`config.mk`:
```
export PLATFORM = sky130hd
export DESIGN_NAME = ofs_plat_reset_release_seq
export DESIGN_NICKNAME = d
export VERILOG_FILES = /design/src/rtl/ofs_plat_reset_release_seq.sv
export SDC_FILE = /design/constraint.sdc
export NUM_CORES = 1
export LEC_CHECK = 0
export ABC_AREA = 1
export CORE_MARGIN = 2
export CORE_UTILIZATION = 45
export CTS_BUF_LIST = sky130_fd_sc_hd__clkbuf_2 sky130_fd_sc_hd__clkbuf_4 sky130_fd_sc_hd__clkbuf_8
export CTS_CLUSTER_DIAMETER = 40
export DETAILED_ROUTE_END_ITERATION = 10
export PLACE_DENSITY = 0.66
export SYNTH_ARGS = -nofsm -noshare
export SYNTH_HDL_FRONTEND = slang
export SYNTH_SLANG_ARGS = --single-unit
```
`constraint.sdc`:
```
create_clock -name clk -period 3.6 [get_ports clk]
set_input_delay 0.72 -clock clk [delete_from_list [all_inputs] [get_ports clk]]
set_output_delay 0.72 -clock clk [all_outputs]
set_load 0.005 [all_outputs]
```
`src/rtl/ofs_plat_reset_release_seq.sv`:
```
`default_nettype none
// ============================================================================
// Module   : ofs_plat_reset_release_seq
// Purpose  : Fans one reset source out to NUM_OUTPUTS active-low resets that
//            are held for a minimum time and then released in index order.
// Revision : 1.0  initial release
// ============================================================================
module ofs_plat_reset_release_seq #(
    parameter int NUM_OUTPUTS       = 4,
    parameter int MIN_ASSERT_CYCLES = 16,
    parameter int STAGE_DELAY       = 8,
    parameter int READY_TIMEOUT     = 256
) (
    input  logic                   clk,
    input  logic                   reset,
    input  logic                   soft_reset_req,
    input  logic [NUM_OUTPUTS-1:0] stage_ready,
    output logic [NUM_OUTPUTS-1:0] reset_n_out,
    output logic                   all_released,
    output logic                   busy,
    output logic                   err_timeout
);

    localparam int c_max_ab  = (MIN_ASSERT_CYCLES > STAGE_DELAY) ? MIN_ASSERT_CYCLES : STAGE_DELAY;
    localparam int c_max_val = (c_max_ab > READY_TIMEOUT) ? c_max_ab : READY_TIMEOUT;
    localparam int c_cnt_w   = $clog2(c_max_val + 1);
    localparam int c_idx_w   = (NUM_OUTPUTS > 1) ? $clog2(NUM_OUTPUTS) : 1;

    localparam logic [c_cnt_w-1:0]   c_cnt_one  = c_cnt_w'(1);
    localparam logic [c_cnt_w-1:0]   c_cnt_sat  = {c_cnt_w{1'b1}};
    localparam logic [c_cnt_w:0]     c_one_ext  = (c_cnt_w + 1)'(1);
    localparam logic [c_cnt_w:0]     c_min      = (c_cnt_w + 1)'(MIN_ASSERT_CYCLES);
    localparam logic [c_cnt_w:0]     c_delay    = (c_cnt_w + 1)'(STAGE_DELAY);
    localparam logic [c_cnt_w:0]     c_tmo      = (c_cnt_w + 1)'(READY_TIMEOUT);
    localparam logic [c_idx_w:0]     c_idx_one  = (c_idx_w + 1)'(1);
    localparam logic [c_idx_w:0]     c_last_idx = (c_idx_w + 1)'(NUM_OUTPUTS - 1);
    localparam logic [NUM_OUTPUTS-1:0] c_bit0   = NUM_OUTPUTS'(1);

    typedef enum logic [1:0] {
        S_HOLD = 2'd0,
        S_WAIT = 2'd1,
        S_DONE = 2'd2
    } state_t;

    state_t                 r_state, w_state;
    logic [c_cnt_w-1:0]     r_cnt, w_cnt;
    logic [c_idx_w-1:0]     r_idx, w_idx;
    logic [NUM_OUTPUTS-1:0] r_rst_n, w_rst_n;
    logic                   r_all, w_all;
    logic                   r_busy, w_busy;
    logic                   r_err, w_err;

    logic                   w_source;
    logic [c_cnt_w-1:0]     w_cnt_inc;
    logic [c_cnt_w:0]       w_elapsed;
    logic [c_idx_w:0]       w_idx_inc;
    logic                   w_ready_ok;
    logic                   w_to;

    assign w_source  = reset | soft_reset_req;
    assign w_cnt_inc = (r_cnt == c_cnt_sat) ? r_cnt : (r_cnt + c_cnt_one);
    // In WAIT, r_cnt holds (edges since the last release) - 1 at the sampling edge.
    assign w_elapsed = {1'b0, r_cnt} + c_one_ext;
    assign w_idx_inc = {1'b0, r_idx} + c_idx_one;
    assign w_ready_ok = (w_elapsed >= c_delay) && stage_ready[r_idx];
    assign w_to       = (READY_TIMEOUT != 0) && (w_elapsed >= c_tmo);

    always_comb begin
        w_state = r_state;
        w_cnt   = r_cnt;
        w_idx   = r_idx;
        w_rst_n = r_rst_n;
        w_err   = r_err;

        if (w_source) begin
            w_state = S_HOLD;
            w_cnt   = '0;
            w_idx   = '0;
            w_rst_n = '0;
            if (reset) begin
                w_err = 1'b0;
            end
        end else begin
            case (r_state)
                S_HOLD: begin
                    if ({1'b0, r_cnt} >= c_min) begin
                        w_rst_n = c_bit0;
                        w_cnt   = '0;
                        w_idx   = '0;
                        w_state = (NUM_OUTPUTS == 1) ? S_DONE : S_WAIT;
                    end else begin
                        w_cnt = w_cnt_inc;
                    end
                end
                S_WAIT: begin
                    if (w_ready_ok || w_to) begin
                        w_rst_n = r_rst_n | (c_bit0 << w_idx_inc);
                        w_cnt   = '0;
                        w_idx   = w_idx_inc[c_idx_w-1:0];
                        if (!w_ready_ok) begin
                            w_err = 1'b1;
                        end
                        if (w_idx_inc == c_last_idx) begin
                            w_state = S_DONE;
                        end
                    end else begin
                        w_cnt = w_cnt_inc;
                    end
                end
                S_DONE: begin
                    w_state = S_DONE;
                end
                default: begin
                    w_state = S_HOLD;
                    w_cnt   = '0;
                    w_idx   = '0;
                    w_rst_n = '0;
                end
            endcase
        end

        // Status flags are computed from next-state values so they move on the release edge.
        w_all  = &w_rst_n;
        w_busy = (w_state != S_DONE);
    end

    always_ff @(posedge clk) begin
        if (reset) begin
            r_state <= S_HOLD;
            r_cnt   <= '0;
            r_idx   <= '0;
            r_rst_n <= '0;
            r_all   <= 1'b0;
            r_busy  <= 1'b1;
            r_err   <= 1'b0;
        end else begin
            r_state <= w_state;
            r_cnt   <= w_cnt;
            r_idx   <= w_idx;
            r_rst_n <= w_rst_n;
            r_all   <= w_all;
            r_busy  <= w_busy;
            r_err   <= w_err;
        end
    end

    assign reset_n_out  = r_rst_n;
    assign all_released = r_all;
    assign busy         = r_busy;
    assign err_timeout  = r_err;

endmodule
`default_nettype wire

```
==> results of run 1 <==
-- state kept, by name, summed over array words and instances (netlist names) --
signal	count
r_cnt	9
err_timeout	1
r_state	2
all_released	1
reset_n_out	4
busy	1
r_idx	2
-- cells by family after synthesis --
kind of cell,Yosys count
buffers and inverters,37
adders and majority gates,7
AOI/OAI and AO/OA,26
and+or+nand+nor,117
DFF,20
xor gates and xnor gates,1
-- per-layer routing --
metal  up-vias  GRT usage  part of all wire  routed length [um]
li1        698          -                 -                   -
met3        10     0.0268             0.032                  99
met4         0      0.113             0.028                  87
met2        34      0.330              0.45                1400
met5         -          0                 0                   0
met1       598      0.265              0.49                1500
-- metrics by stage --
| stage | std cells | util |
|---|---|---|
| 2_1_floorplan | 208 | - |
| 3_3_place_gp | 250 | 0.537 |
| 3_5_place_dp | 250 | 0.537 |
| 4_1_cts | 254 | 0.556 |
| 5_1_grt | 254 | 0.556 |
| 6_report | 254 | 0.556 |
-- layout make-up --
class	count	area, sq um	share of cell area
Multi-Input combinational cell	151	777	0.507
Sequential cell	20	400	0.261
Timing Repair Buffer	14	138	0.0897
Inverter	34	128	0.0832
Tap cell	31	38.8	0.0253
Clock inverter	1	30.0	0.0196
Clock buffer	3	22.5	0.0147
-- power by group --
part           total (W)  switching [W]  leakage, nW  internal [W]
Combinational  0.0000206     0.00000977        0.495     0.0000108
Sequential      0.000225     0.00000214        0.161      0.000222
Clock           0.000191      0.0000789       0.0279      0.000113
-- synth_stat cells --
cell type and instances:
nand2_1 48, o22ai_1 1, nand3_1 35, o21bai_1 2
inv_1 32, o21ai_1 2, nor2_2 4, dfxtp_1 20
xnor2_1 1, a21oi_2 1, clkinv_1 1, nand3b_1 2
nor2_1 16, nor3_1 1, o21ai_0 9, buf_2 1
a21oi_1 10, a21oi_4 1, ha_1 7, inv_2 1
nand2_2 6, clkbuf_1 2, nand4_1 5
-- tightest hold or removal path: stages, from the launching register on --
cell and delay [ps]:
dfxtp_1 330, inv_1 40, a21oi_1 50
-- worst paths after layout --
check                            startpoint     endpoint  depth (start not counted)
worst max register to register     r_cnt[0]     r_idx[1]                         13
worst max-delay path               r_cnt[0]     r_idx[1]                         13
worst min register to register  err_timeout  err_timeout                          2
worst min-delay path            err_timeout  err_timeout                          2
==> flow_metrics.tcl, run 1 <==
set metrics [dict create \
    synth_fa_ha_area_frac 0.0665 \
    drc_errors 0 \
    criticalPathCategory "register to register" \
    ant_nets 0 \
    final_common_cell "nand2_1" \
    cpPeakStageDelay_ps 490 \
    synth_largest_area_cell "dfxtp_1" \
    fillCellCount 281 \
    clock-sinks 20 \
    grt_start_max_net_pins 16 \
    drtPass1Iterations 4 \
    synth_compound_area_frac 0.115 \
    row_count 19 \
    syn_avg_cell_area_sq_um 6.33 \
    clock_latency_ps 320 \
    place_congestion 0.894 \
    tightest_slew_ps 974 \
    portBuffers 13 \
    synth_seq_cells 20 \
    cp_num_buf_inv 1 \
    io_pins 14 \
    final_cell_mix "nand2_1, nand3_1, inv_1" \
    layout_min_cycle_time_ps 2490 \
    grt_pass1_wl_mm 5.35 \
    hp-class "register to register" \
    crit_arrival_ps 2710 \
    tns_ps 0 \
    cts_inserted_buffers 3 \
    fin_nets 238 \
    layout_worst_path_cycle_share 0.691 \
    gr-total-overflow 0 \
    cts_tree "yes" \
    status "finished, final reports clean" \
    ys_seq_area_frac 0.304 \
    synth_cells 208 \
    vias_per_cell 5.28 \
    critPathSlowestCell "dfxtp_1" \
    max_freq_mhz 402 \
    wl_per_cell_um 12.2 \
    clock_skew_ps 8.09 \
    hold_ws_ps 457 \
    setup_viol 0 \
    post-place-ws_ps 1170 \
    synth_area_leaders "dfxtp_1, nand2_1, nand3_1" \
    synth_nets 222 \
    clkTransAtPathRegs_ps 130 \
    root_buffer "clkbuf_4" \
    max-vdd-ir-drop_v 0.000222 \
    core_area_sq_um 2760 \
    worst_setup_path_end_kind "register" \
    hpwl_mm 2.38 \
    htreeDepth 1 \
    synth_simple_gate_area_share 0.402 \
    grt_usage 0.205 \
    cts_setup_buffers 0 \
    final_cell_area_sq_um 1530 \
    crit_family "simple AND/OR/NAND/NOR gates" \
    cts_resized 0 \
    ys_warn_count 0 \
    antenna_found_initial 0 \
    crit_fanout 10 \
    routed_wl_mm 3.09 \
    synth_top_area_share 0.304 \
    dieArea_sq_um 3380 \
    yosysUniqueCellTypes 23 \
    area_growth_pct 16.4 \
    fp.dieH_um 58.1 \
    maxCapViolCount 0 \
    dieWidth_um 58.1 \
    power.leakage_nw 0.684 \
    num_vias 1340 \
    powerDensity_nw_per_um2 285 \
    setup_slack_ps 1110 \
    drt_iter0_drc 31 \
    drv_slew 0 \
    required_ps 3820 \
    fin_total_pwr_w 0.000437 \
    synthMuxAreaShare 0 \
    insertedDiodeCount 0 \
    syn_area_sq_um 1320 \
    synth_top_family_by_area "simple AND/OR/NAND/NOR gates" \
    grt_pass1_vias 1234 \
    place_area_sq_um 1480 \
    rrSetupSlack_ps 1110 \
    start_kind "register" \
    worstPathCellList "ha_1, nand2_1, nor2_1, nand3_1, ha_1, inv_1, nand2_2, nor2_1, nand2_2, a21oi_4, nand2_2, a21oi_1, nor2_1" \
    clock_path_buffers 2 \
    synth-xor-area-share 0.00665 \
    hold_viol 0 \
    drive_above_1_share 0.0807 \
    grt_setup_unrepaired "no" \
    worst_slew_margin_rel 0.348 \
    hold_buffers 0 \
    initial_core_util 0.478 \
]
No activity file was read; power rests on OpenSTA's default activity.
==> run 2, diff against run 1 <==
clock period = 2.4 ns   (was 3.6 ns; I/O delays follow)
==> run 2 against run 1 <==
Against the previous run:
- via count grew 4.3%
- global-route usage down 0.065 points
- worst hold slack improved by 7.0 ps
- power is 48% higher
- critical path type unchanged
- fmax rose by 13%
- core utilization increased by 2.7 points
- critical path depth grew 1
- clock skew rose by 4.9 ps
- clock power is 45% higher
==> flow_metrics.tcl, run 2 (synthesis results as in run 1) <==
set metrics [dict create \
    status "finished, final reports clean" \
    grt_pass1_wl_mm 5.33 \
    dieWidth_um 58.1 \
    clock_skew_ps 13.0 \
    r2r_start "r_cnt[1]" \
    maxCapViolCount 0 \
    setup_viol 0 \
    criticalPathCategory "register to register" \
    dp_cells 255 \
    clkTransAtPathRegs_ps 120 \
    insertedDiodeCount 0 \
    max-vdd-ir-drop_v 0.000485 \
    crit_end "all_released" \
    area_growth_pct 22.0 \
    drt_iter0_drc 37 \
    io_pins 14 \
    htreeDepth 1 \
    powerDensity_nw_per_um2 402 \
    drtPass1Iterations 4 \
    rrSetupSlack_ps 210 \
    hp-start "err_timeout" \
    final_cell_mix "nand2_1, nand3_1, inv_1" \
    clock_path_buffers 2 \
    crit_fanout 6 \
    vias_per_cell 5.33 \
    routed_wl_mm 3.24 \
    worst_setup_path_end_kind "register" \
    initial_core_util 0.478 \
    grt_start_max_net_pins 14 \
    final_cells 262 \
    min_path_cells 2 \
    max_freq_mhz 456 \
    crit_arrival_ps 2420 \
    gr-total-overflow 0 \
    crit_start "r_cnt[1]" \
    num_vias 1397 \
    worst_slew_margin_rel 0.579 \
    required_ps 2620 \
    drv_slew 0 \
    grt_pass1_vias 1208 \
    power.leakage_nw 0.721 \
    cts_tree "yes" \
    r2r_end "all_released" \
    ant_nets 0 \
    row_count 19 \
    start_kind "register" \
    layout_min_cycle_time_ps 2190 \
    root_buffer "clkbuf_4" \
    cts_inserted_buffers 3 \
    hp-class "register to register" \
    drc_errors 0 \
    clock-sinks 20 \
    layout_worst_path_cycle_share 0.914 \
    portBuffers 13 \
    wl_per_cell_um 12.4 \
    core_area_sq_um 2760 \
    rr_worst_depth 14 \
    regMostFlops "r_cnt" \
    fin_nets 246 \
    clock_latency_ps 310 \
    final_util 0.583 \
    final_common_cell "nand2_1" \
    hpwl_mm 2.50 \
    hold_viol 0 \
    grt_usage 0.204 \
    largest_register_ffs 9 \
    antenna_found_initial 0 \
    drive_above_1_share 0.134 \
    place_congestion 0.898 \
    dieArea_sq_um 3380 \
    fp.dieH_um 58.1 \
    tightest_slew_ps 632 \
]
run 2: through the flow:
stage                     setup TNS [ps]  setup slack [ps]  instance area (sq um)  hold WS [ps]  power [W]
after floorplan                        0               285                   1320           441   0.000360
after global placement                 0               193                   1520           438   0.000376
final                                  0               207                   1610           464   0.000646
after global routing               -4.66             -2.80                   1610           514   0.000667
after detailed placement               0              92.5                   1520           454   0.000377
after CTS                              0              73.9                   1570           470   0.000652
run 2: how the worst min path moves through the flow:
stage | endpoint | slack (ps)
6_report | err_timeout | 460
4_1_cts | err_timeout | 470
5_1_grt | err_timeout | 510
3_5_place_dp | err_timeout | 450
3_3_place_gp | err_timeout | 440
2_1_floorplan | err_timeout | 440
run 2: power by group:
part | total, W | switching, W | internal, W | leakage, nW
Clock | 0.000276 | 0.000108 | 0.000169 | 0.0279
Sequential | 0.000334 | 0.00000163 | 0.000333 | 0.163
Combinational | 0.0000354 | 0.0000178 | 0.0000176 | 0.530
run 2: critical path: stages (launching register included):
cell and delay, ps:
dfxtp_4 390, ha_2 190, nand2_2 70, nor2_1 110
nand3_1 100, ha_1 290, inv_1 70, nand2_2 110
nor2_2 110, nand2_2 110, a21oi_4 240, buf_4 140
o21ai_1 70, nand2_1 70, nor2_1 40
run 2: metal layers:
metal  routed length [um]  GRT usage  up-vias
met3                  182     0.0335        5
met1                 1550      0.277      636
met2                 1470      0.333       35
met4                   34     0.0631        0
li1                     -          -      721
met5                    0          0        -
run 2: final cells by class:
| type | instances | area [sq um] |
|---|---|---|
| fill | 272 | 1150 |
| multi-input combinational | 152 | 793 |
| clock inverter | 1 | 30.0 |
| timing repair buffer | 21 | 190 |
| sequential | 20 | 405 |
| inverter | 34 | 128 |
| tap | 31 | 38.8 |
| clock buffer | 3 | 22.5 |
run 2: what timing repair did:
action / CTS / global route
setup endpoints to repair: 0 / 13
resized for setup: 0 / 6
setup buffers: 0 / 2
hold buffers: 0 / 0
